`src/rtl/lsm_pkg.sv`:
```
// Shared definitions for the LDM/STM register-list sequencer: microcode
// command codes, sequencer states and the P/U addressing-mode encodings.
package lsm_pkg;

    localparam int NREG       = 16;
    localparam int WORD_BYTES = 4;

    localparam logic [2:0] LSM_NOP   = 3'b000;
    localparam logic [2:0] LSM_LOAD  = 3'b001;
    localparam logic [2:0] LSM_NEXT  = 3'b010;
    localparam logic [2:0] LSM_ABORT = 3'b011;

    typedef enum logic [1:0] {
        ST_IDLE   = 2'd0,
        ST_ACTIVE = 2'd1,
        ST_DONE   = 2'd2
    } lsm_state_t;

    // Modes are indexed by {P, U} = IR[24:23]
    localparam logic [1:0] MODE_DA = 2'b00;
    localparam logic [1:0] MODE_IA = 2'b01;
    localparam logic [1:0] MODE_DB = 2'b10;
    localparam logic [1:0] MODE_IB = 2'b11;

endpackage

```
`src/rtl/lsm_sequencer_if.sv`:
```
// Control-unit <-> sequencer connection: microword command in, condition
// flags and datapath transfer information out.
interface lsm_sequencer_if;

    logic [31:0] ir;
    logic        lsm_en;
    logic [2:0]  lsm_in;
    logic        lsm_detect;
    logic        lsm_end;
    logic        busy;
    logic [3:0]  reg_num;
    logic [7:0]  cur_off;
    logic [7:0]  wb_off;
    logic [4:0]  count;
    logic        l_bit;

    modport master (
        output ir, lsm_en, lsm_in,
        input  lsm_detect, lsm_end, busy, reg_num, cur_off, wb_off, count, l_bit
    );

    modport slave (
        input  ir, lsm_en, lsm_in,
        output lsm_detect, lsm_end, busy, reg_num, cur_off, wb_off, count, l_bit
    );

endinterface

```
`src/rtl/lsm_prio_enc.sv`:
```
// Lowest-set-bit priority encoder over a 16-bit register list.
module lsm_prio_enc (
    input  logic [15:0] in,
    output logic [3:0]  index,
    output logic        valid
);

    always_comb begin
        index = 4'd0;
        valid = |in;
        for (int i = 15; i >= 0; i--) begin
            if (in[i]) index = 4'(i);
        end
    end

endmodule

```
`src/rtl/lsm_sequencer.sv`:
```
// LDM/STM sequencer: latches a register list from IR and steps it one
// register per NEXT, supplying register number and byte offsets.
module lsm_sequencer
    import lsm_pkg::*;
(
    input  logic              clk,
    input  logic              rst_n,
    lsm_sequencer_if.slave    bus
);

    lsm_state_t  state;
    logic [15:0] mask;
    logic [4:0]  idx;
    logic [4:0]  count_r;
    logic [3:0]  reg_num_r;
    logic [7:0]  cur_off_r;
    logic [7:0]  wb_off_r;
    logic [7:0]  start_off;
    logic        l_bit_r;

    logic [4:0]  pop;
    logic [4:0]  idx_inc;
    logic [7:0]  four_n;
    logic [7:0]  load_start;
    logic [15:0] mask_clr;
    logic [15:0] enc_in;
    logic [3:0]  enc_idx;
    logic        enc_valid;
    logic        unused_ir;

    assign unused_ir = ^{bus.ir[31:28], bus.ir[22:21], bus.ir[19:16]};

    always_comb begin
        pop = 5'd0;
        for (int i = 0; i < NREG; i++) pop = pop + 5'(bus.ir[i]);
    end

    assign four_n = 8'(WORD_BYTES) * {3'b000, pop};

    // Every mode keeps ascending registers at ascending addresses, so only the start differs
    always_comb begin
        load_start = 8'd0;
        case (bus.ir[24:23])
            MODE_IA: load_start = 8'd0;
            MODE_IB: load_start = 8'(WORD_BYTES);
            MODE_DA: load_start = 8'(WORD_BYTES) - four_n;
            MODE_DB: load_start = 8'd0 - four_n;
            default: load_start = 8'd0;
        endcase
    end

    // One encoder serves both LOAD (fresh list) and NEXT (list minus current bit)
    assign mask_clr = mask & (mask - 16'd1);
    assign enc_in   = (bus.lsm_in == LSM_LOAD) ? bus.ir[15:0] : mask_clr;
    assign idx_inc  = idx + 5'd1;

    lsm_prio_enc u_prio_enc (
        .in    (enc_in),
        .index (enc_idx),
        .valid (enc_valid)
    );

    always_ff @(posedge clk or negedge rst_n) begin
        if (!rst_n) begin
            state     <= ST_IDLE;
            mask      <= 16'd0;
            idx       <= 5'd0;
            count_r   <= 5'd0;
            reg_num_r <= 4'd0;
            cur_off_r <= 8'd0;
            wb_off_r  <= 8'd0;
            start_off <= 8'd0;
            l_bit_r   <= 1'b0;
        end else if (bus.lsm_en) begin
            case (bus.lsm_in)
                LSM_LOAD: begin
                    mask      <= bus.ir[15:0];
                    count_r   <= pop;
                    l_bit_r   <= bus.ir[20];
                    idx       <= 5'd0;
                    reg_num_r <= enc_idx;
                    start_off <= load_start;
                    cur_off_r <= load_start;
                    wb_off_r  <= bus.ir[23] ? four_n : (8'd0 - four_n);
                    state     <= enc_valid ? ST_ACTIVE : ST_DONE;
                end
                LSM_NEXT: begin
                    if (state == ST_ACTIVE) begin
                        mask <= mask_clr;
                        if (enc_valid) begin
                            idx       <= idx_inc;
                            reg_num_r <= enc_idx;
                            cur_off_r <= start_off + 8'(WORD_BYTES) * {3'b000, idx_inc};
                        end else begin
                            state <= ST_DONE;
                        end
                    end
                end
                LSM_ABORT: begin
                    state <= ST_IDLE;
                    mask  <= 16'd0;
                end
                default: ;
            endcase
        end
    end

    always_comb begin
        bus.lsm_end = 1'b0;
        case (state)
            ST_ACTIVE: bus.lsm_end = (mask != 16'd0) && (mask_clr == 16'd0);
            ST_DONE:   bus.lsm_end = 1'b1;
            default:   bus.lsm_end = 1'b0;
        endcase
    end

    assign bus.lsm_detect = (bus.ir[27:25] == 3'b100);
    assign bus.busy       = (state == ST_ACTIVE);
    assign bus.reg_num    = reg_num_r;
    assign bus.cur_off    = cur_off_r;
    assign bus.wb_off     = wb_off_r;
    assign bus.count      = count_r;
    assign bus.l_bit      = l_bit_r;

endmodule

```
`src/flat_wrapper.sv`:
```
// flat-port wrapper written by rule: the top's interface ports become plain ports
module lsm_sequencer_flat import lsm_pkg::*;
  (clk, rst_n, bus_ir, bus_lsm_en, bus_lsm_in, bus_lsm_detect, bus_lsm_end, bus_busy, bus_reg_num, bus_cur_off, bus_wb_off, bus_count, bus_l_bit);
  lsm_sequencer_if bus_i ();
  input  logic clk;
  input  logic rst_n;
  input wire logic [$bits(bus_i.ir)-1:0] bus_ir;
  input wire logic [$bits(bus_i.lsm_en)-1:0] bus_lsm_en;
  input wire logic [$bits(bus_i.lsm_in)-1:0] bus_lsm_in;
  output wire logic [$bits(bus_i.lsm_detect)-1:0] bus_lsm_detect;
  output wire logic [$bits(bus_i.lsm_end)-1:0] bus_lsm_end;
  output wire logic [$bits(bus_i.busy)-1:0] bus_busy;
  output wire logic [$bits(bus_i.reg_num)-1:0] bus_reg_num;
  output wire logic [$bits(bus_i.cur_off)-1:0] bus_cur_off;
  output wire logic [$bits(bus_i.wb_off)-1:0] bus_wb_off;
  output wire logic [$bits(bus_i.count)-1:0] bus_count;
  output wire logic [$bits(bus_i.l_bit)-1:0] bus_l_bit;
  assign bus_i.ir = bus_ir;
  assign bus_i.lsm_en = bus_lsm_en;
  assign bus_i.lsm_in = bus_lsm_in;
  assign bus_lsm_detect = bus_i.lsm_detect;
  assign bus_lsm_end = bus_i.lsm_end;
  assign bus_busy = bus_i.busy;
  assign bus_reg_num = bus_i.reg_num;
  assign bus_cur_off = bus_i.cur_off;
  assign bus_wb_off = bus_i.wb_off;
  assign bus_count = bus_i.count;
  assign bus_l_bit = bus_i.l_bit;
  lsm_sequencer u_core (.clk(clk), .rst_n(rst_n), .bus(bus_i));
endmodule
```
`config.mk`:
```
export PLATFORM = sky130hd
export DESIGN_NAME = lsm_sequencer_flat
export DESIGN_NICKNAME = d
export VERILOG_FILES = /design/src/rtl/lsm_pkg.sv /design/src/rtl/lsm_sequencer_if.sv /design/src/rtl/lsm_prio_enc.sv /design/src/rtl/lsm_sequencer.sv /design/src/flat_wrapper.sv
export SDC_FILE = /design/constraint.sdc
export NUM_CORES = 1
export LEC_CHECK = 0
export BUFFER_PORTS_ARGS = -buffer_cell sky130_fd_sc_hd__buf_4
export CAP_MARGIN = 0
export CORE_ASPECT_RATIO = 1.2
export CORE_MARGIN = 8
export CORE_UTILIZATION = 46
export CTS_CLUSTER_DIAMETER = 150
export DETAILED_ROUTE_END_ITERATION = 10
export GPL_TIMING_DRIVEN = 1
export PLACE_DENSITY = 0.68
export RECOVER_POWER = 25
export SYNTH_ARGS = -nofsm -noshare
export SYNTH_HDL_FRONTEND = slang
export SYNTH_SLANG_ARGS = --single-unit
export TNS_END_PERCENT = 50
```
`constraint.sdc`:
```
create_clock -name clk -period 3.46 [get_ports clk]
set_input_delay 0.692 -clock clk [delete_from_list [all_inputs] [get_ports clk]]
set_output_delay 0.692 -clock clk [all_outputs]
set_load 0.02 [all_outputs]
```
==> run_results.csv, run 1 <==
group,metric,value,unit
outcome,status,"finished with violations",
outcome,violations,"negative setup slack",
clock_network,cts_max_level,2,
route,wl_per_cell,17.1,um
hold_path,hp-class,"reg -> reg",
clock_network,clockRootBuffer,"clkbuf_8",
sta,fmax,217,MHz
sta,period_minus_slack,4600,ps
global_routing,grt_pass1_vias,3459,
clock_network,cts_hold_buf,0,
run,drv_cap,0,
sta,hold_viol_final,0,
route,viasPerCell,5.74,
floorplanning,io_pins,67,
logic_synthesis,synth_adder_area_share,11.7,%
finish,layout_commonest_cell,"buf_4",
power_and_ir_drop,p_int,2.17,mW
route,wirelength,10600,um
sta,skew,18.4,ps
global_routing,grt_max_degree,51,
logic_synthesis,synth_seq_area_share,34.3,%
clock_network,cts_buffers,5,
power_and_ir_drop,powerDensity,801,mW/mm2
logic_synthesis,synth_top_flop_cell,"dfrtp_1",
global_routing,groute.usage.overall,18.9,%
sta,slew_viol_final,0,
global_routing,antenna_found_initial,0,
logic_synthesis,synthMuxAreaShare,1.10,%
floorplanning,core_area,0.00771,mm2
floorplanning,die-area,0.0111,mm2
worst_setup_path,crit_path_max_fanout,2,
logic_synthesis,avgSynthCellArea,8.30,um2
worst_setup_path,crit_arrival,4860,ps
logic_synthesis,async_flop_share,100,%
power_and_ir_drop,switching_share,42.9,%
logic_synthesis,synth_top_family_by_area,"compound AO/OA/AOI/OAI gates",
clock_network,clock_path_buffers,2,
logic_synthesis,synthXorXnorAreaFrac,3.84,%
sta,finalSetupViolCount,22,
worst_setup_path,cp_data_required_time,3720,ps
global_routing,grt_busiest_layer,"met2",
finish,fin_nets,589,
floorplanning,die_h,114,um
logic_synthesis,synth_compound_area_share,24.1,%
global_routing,grtUsageMet2,31.4,%
logic_synthesis,syn_area,0.00365,mm2
sta,hold_ws,492,ps
power_and_ir_drop,p_leak,2.23,nW
sta,worst-slew-pin-transition,1300,ps
place,dp_hpwl,7850,um
power_and_ir_drop,total_power,3.80,mW
clock_network,clkSlewWorstSetupHoldPaths,120,ps
global_routing,grt_pass1_wl,17400,um
finish,final_cell_mix,"buf_4, nand2_1, dfrtp_1",
route,drc,0,
finish,final_area,0.00475,mm2
worst_setup_path,endpoint_kind,"flip-flop",
finish,fin_util,61.6,%
sta,setup_tns,-17680,ps
logic_synthesis,synth.distinct_cells,58,
logic_synthesis,synth_simple_gate_area_share,17.3,%
place,gp_congestion,0.962,
sta,relSlewSlack,13.0,%
sta,period_share,133,%
worst_setup_path,crit_type,"in -> reg",
power_and_ir_drop,clkPwrFrac,10.1,%
power_and_ir_drop,p_switching,1.63,mW
route,ant_nets,0,
sta,finalWorstSetupSlack,-1140,ps
place,post_dp_cell_area,0.00444,mm2
sta,rsz0062_at_grt,"true",
worst_setup_path,cp-start-kind,"input pin",
floorplanning,initial_utilization,47.4,%
clock_network,cts_tree,"done",
finish,syn_to_final_growth,30.0,%
route,drtPass1Iterations,5,
floorplanning,die_w,97.3,um
logic_synthesis,synth-seq-cells,50,
route,drtIter0Drc,293,
finish,drive_gt1_share,29.1,%
logic_synthesis,ys_warn_count,0,
power_and_ir_drop,combPwrFrac,66.3,%
route,num_vias,3545,
place,numPortBuffers,52,
global_routing,grt_overflow,0,
logic_synthesis,synth_edf_count,0,
floorplanning,core.rowCount,35,
power_and_ir_drop,seq_power_share,23.6,%
finish,n_antenna_cell,0,
clock_network,cts_sinks,50,
power_and_ir_drop,ir_worst_vdd,0.000650,V
clock_network,clock_latency,320,ps
global_routing,use_met3,3.20,%
global_routing,met1_usage,24.4,%
logic_synthesis,synthCells,440,
## final timing paths
path,start,end,slack [ps],cells past startpoint
worst max-delay path,bus_ir[1],u_core.bus.cur_off[6],-1140,18
worst min-delay path,u_core.bus.cur_off[3],u_core.bus.cur_off[3],490,2
worst max register to register,u_core.mask[2],u_core.idx[0],310,9
worst min register to register,u_core.bus.cur_off[3],u_core.bus.cur_off[3],490,2
max in group asynchronous,rst_n,u_core.mask[1],1940,1
min in group asynchronous,rst_n,u_core.mask[12],640,1
## final cells by class
class	instances	area [um2]
Timing Repair Buffer	103	817
Sequential cell	50	1250
Tap cell	92	115
Multi-Input combinational cell	332	2340
Clock buffer	5	68.8
Fill cell	694	2960
Inverter	33	124
Clock inverter	3	28.8
## repair_timing
item	in CTS	in global routing
hold endpoints to repair	0	0
setup endpoints to repair	23	23
pin swaps	18	8
gates resized for setup	35	21
setup buffers	4	3
## cell usage after synthesis, types with 5 or more instances
master	number	share of area, %
nor2_1	27	2.8
a21oi_1	22	3.0
a22o_1	5	1.2
nand2_1	66	6.8
o21ai_0	63	8.6
inv_1	33	3.4
clkbuf_1	15	1.5
dfrtp_1	50	34
o22ai_1	5	0.86
ha_1	15	5.1
a31oi_1	6	1.0
buf_4	7	1.4
xnor2_1	9	2.2
xor2_1	7	1.7
fa_1	11	6.0
nor3_1	10	1.4
or3_1	5	0.86
o31ai_1	7	1.4
## worst max-delay path: stages
cell and delay (ps):
buf_8 100, ha_4 250, inv_2 30, fa_1 480, fa_1 440, fa_1 520, fa_1 430, fa_2 360
inv_2 70, fa_2 440, inv_2 100, ha_4 140, nand2_2 50, o21ai_2 70, o211ai_1 140, xor2_1 180
o31a_1 250, o21ai_1 110
## registers in the layout (all words and copies together), names as in the netlist
| register | count |
|---|---|
| u_core.bus.reg_num | 4 |
| u_core.bus.wb_off | 5 |
| u_core.bus.count | 5 |
| u_core.state | 2 |
| u_core.bus.cur_off | 6 |
| u_core.mask | 16 |
| u_core.idx | 5 |
| u_core.start_off | 6 |
| u_core.bus.l_bit | 1 |
## metrics by stage
step	std cells	setup slack, ps
finish	618	-1140
global route	618	-1280
CTS	617	-1100
detailed placement	605	-1500
global placement	605	-1380
floorplan	443	-1270
## logic make-up (layout without fill, tap and decap cells)
group                    count (synthesis)  after routing
XOR/XNOR                                16             16
other                                    1              4
AO/OA/AOI/OAI                          142            142
flip-flops                              50             50
AND/OR/NAND/NOR                        138            138
multiplexers                             4              4
buffers and inverters                   61            144
adder cells (fa/ha/maj)                 28             28
## power groups by stage
stage | logic (mW) | clock network (mW) | registers [mW]
floorplan | 1.19 | 0 | 0.993
detailed placement | 2.04 | 0 | 0.904
global placement | 1.99 | 0 | 0.901
finish | 2.52 | 0.383 | 0.899
global route | 2.76 | 0.416 | 0.924
CTS | 2.29 | 0.391 | 0.896
## per-layer routing
metal | part of all wire [%] | wire length, um | up-vias
met5 | 0 | 0 | -
li1 | - | - | 1705
met1 | 44 | 4650 | 1701
met3 | 5.5 | 582 | 12
met2 | 49 | 5190 | 127
met4 | 1.6 | 165 | 0
(Power assumes the default switching activity.)
==> run 2: changes to the inputs <==
==> constraint.sdc (replaced) <==
create_clock -name clk -period 5.1 [get_ports clk]
set_input_delay 1.02 -clock clk [delete_from_list [all_inputs] [get_ports clk]]
set_output_delay 1.02 -clock clk [all_outputs]
set_load 0.02 [all_outputs]
==> run 2 against run 1 <==
The flow finishes with violations (max-capacitance violations, max-slew violations); via count down 5.3%; clock power down 33%; global-route usage down 1.5 points; setup slack better by 1300 ps; critical path depth unchanged; count of clock-buffer cells in the layout up 1; die area unchanged; combinational power down 50%; cell count down 4.7%; total power down 44%; final area down 9.1%; largest cell class unchanged; highest routed layer unchanged.
==> run_results.csv, run 2 (synthesis results as in run 1) <==
group,metric,value,unit
place,pre_cts_ws,-288,ps
sta,rsz0062_at_grt,"true",
power_and_ir_drop,p_int,1.21,mW
power_and_ir_drop,ir_worst_vdd,0.000504,V
route,drtPass1Iterations,5,
worst_setup_path,crit_start,"bus_ir[1]",
global_routing,groute.usage.overall,17.3,%
hold_path,hp-class,"reg -> reg",
finish,layout.cells.non_filler,589,
worst_setup_path,cp-start-kind,"input pin",
sta,worst-slew-pin-transition,2700,ps
sta,finalSetupViolCount,0,
route,drtIter0Drc,256,
outcome,violations,"max-capacitance violations, max-slew violations",
finish,layout_commonest_cell,"buf_4",
worst_setup_path,crit_arrival,5210,ps
power_and_ir_drop,seq_power_share,28.9,%
finish,fin_nets,560,
clock_network,clockRootBuffer,"clkbuf_8",
floorplanning,io_pins,67,
global_routing,grt_max_degree,51,
power_and_ir_drop,p_leak,2.02,nW
clock_network,cts_sinks,50,
worst_setup_path,cp_data_required_time,5340,ps
place,place_inst,581,
worst_setup_path,rr_startpoint,"u_core.mask[1]",
power_and_ir_drop,clkPwrFrac,12.1,%
sta,skew,5.55,ps
floorplanning,die-area,0.0111,mm2
clock_network,cts_max_level,2,
finish,largest-register,"u_core.mask",
finish,nFillCells,729,
sta,hold_viol_final,0,
place,gp_congestion,0.887,
route,drc,0,
sta,slew_viol_final,51,
clock_network,clock_latency,310,ps
route,wl_per_cell,16.3,um
sta,fmax,201,MHz
worst_setup_path,crit_path_max_fanout,3,
finish,syn_to_final_growth,18.1,%
finish,largest_reg_flops,16,
sta,relSlewSlack,-79.9,%
power_and_ir_drop,p_switching,0.914,mW
finish,multi_input_area,0.00217,mm2
run,drv_cap,1,
power_and_ir_drop,combPwrFrac,58.9,%
clock_network,cts_hold_buf,0,
floorplanning,core.rowCount,35,
finish,final_cell_mix,"buf_4, nand2_1, o21ai_0",
finish,n_antenna_cell,0,
route,wirelength,9600,um
floorplanning,initial_utilization,47.4,%
worst_setup_path,endpoint_kind,"flip-flop",
sta,period_minus_slack,4970,ps
worst_setup_path,crit_type,"in -> reg",
finish,drive_gt1_share,18.9,%
clock_network,cts_tree,"done",
finish,ff_latch_area,0.00125,mm2
clock_network,cts_buffers,5,
power_and_ir_drop,switching_share,43.1,%
global_routing,grt_pass1_vias,3314,
sta,period_share,97.4,%
outcome,status,"finished with violations",
floorplanning,core_area,0.00771,mm2
clock_network,clkSlewWorstSetupHoldPaths,100,ps
place,numPortBuffers,52,
global_routing,grt_overflow,0,
floorplanning,die_w,97.3,um
global_routing,grt_pass1_wl,16100,um
global_routing,antenna_found_initial,0,
route,viasPerCell,5.70,
hold_path,hp-start,"u_core.bus.cur_off[3]",
floorplanning,die_h,114,um
sta,finalWorstSetupSlack,134,ps
route,ant_nets,0,
clock_network,clock_path_buffers,2,
place,dp_hpwl,7430,um
route,num_vias,3356,
power_and_ir_drop,powerDensity,492,mW/mm2
run 2: per-layer routing:
layer / up-vias / global-route usage [%] / share of wire (%)
met5: - / 0 / 0
met4: 0 / 5.16 / 1.5
li1: 1639 / - / -
met3: 11 / 2.24 / 4.6
met1: 1599 / 21.7 / 44
met2: 107 / 30.3 / 50
run 2: critical path, stage by stage:
cell and delay (ps):
buf_4 120, ha_4 250, inv_1 40, fa_1 450, fa_1 520, fa_1 440
fa_1 510, fa_2 370, inv_2 60, fa_1 430, inv_2 110, ha_4 150
nand2_1 40, o21ai_1 60, o211ai_1 110, xor2_1 170, o31a_1 250, o21ai_1 110
run 2: stage by stage:
step	total power [mW]	hold slack (ps)	setup TNS [ps]	util, %	cell area, um2
6_report	2.12	492	0	56.0	4310
5_1_grt	2.30	511	-159	56.0	4310
4_1_cts	2.13	495	0	55.8	4300
3_5_place_dp	1.86	471	-1490	54.6	4210
3_3_place_gp	1.83	460	-973	54.6	4210
2_1_floorplan	1.42	453	-19.4	-	3690
run 2: what timing repair did:
| item | 4_1_cts | 5_1_grt |
|---|---|---|
| setup buffers | 0 | 0 |
| endpoints found under the setup margin | 0 | 4 |
| resized for setup | 0 | 4 |
run 2: power by group through the flow:
| stage | clock network (mW) | registers [mW] | logic (mW) |
|---|---|---|---|
| after detailed placement | 0 | 0.620 | 1.24 |
| after floorplan | 0 | 0.674 | 0.742 |
| after global placement | 0 | 0.614 | 1.21 |
| after global routing | 0.276 | 0.632 | 1.39 |
| final | 0.258 | 0.613 | 1.25 |
| after CTS | 0.264 | 0.612 | 1.25 |
run 2: path summary, 6_finish.rpt:
kind,slack [ps],cells after the start,endpoint
setup / recovery,130,18,u_core.bus.cur_off[6]
setup reg to reg,1350,6,u_core.bus.cur_off[5]
hold / removal,490,2,u_core.bus.cur_off[3]
min in group asynchronous,1550,1,u_core.mask[6]
hold reg to reg,490,2,u_core.bus.cur_off[3]
max in group asynchronous,2010,1,u_core.bus.count[1]
run 2: area by class of cell:
cell class / instances / share of cell area [%]
clock inverters: 2 / 0.377
repair buffers: 74 / 12.8
inverters: 33 / 2.87
well taps: 92 / 2.67
clock buffers: 6 / 1.91
multi-input cells: 332 / 50.4
flip-flops and latches: 50 / 29.0
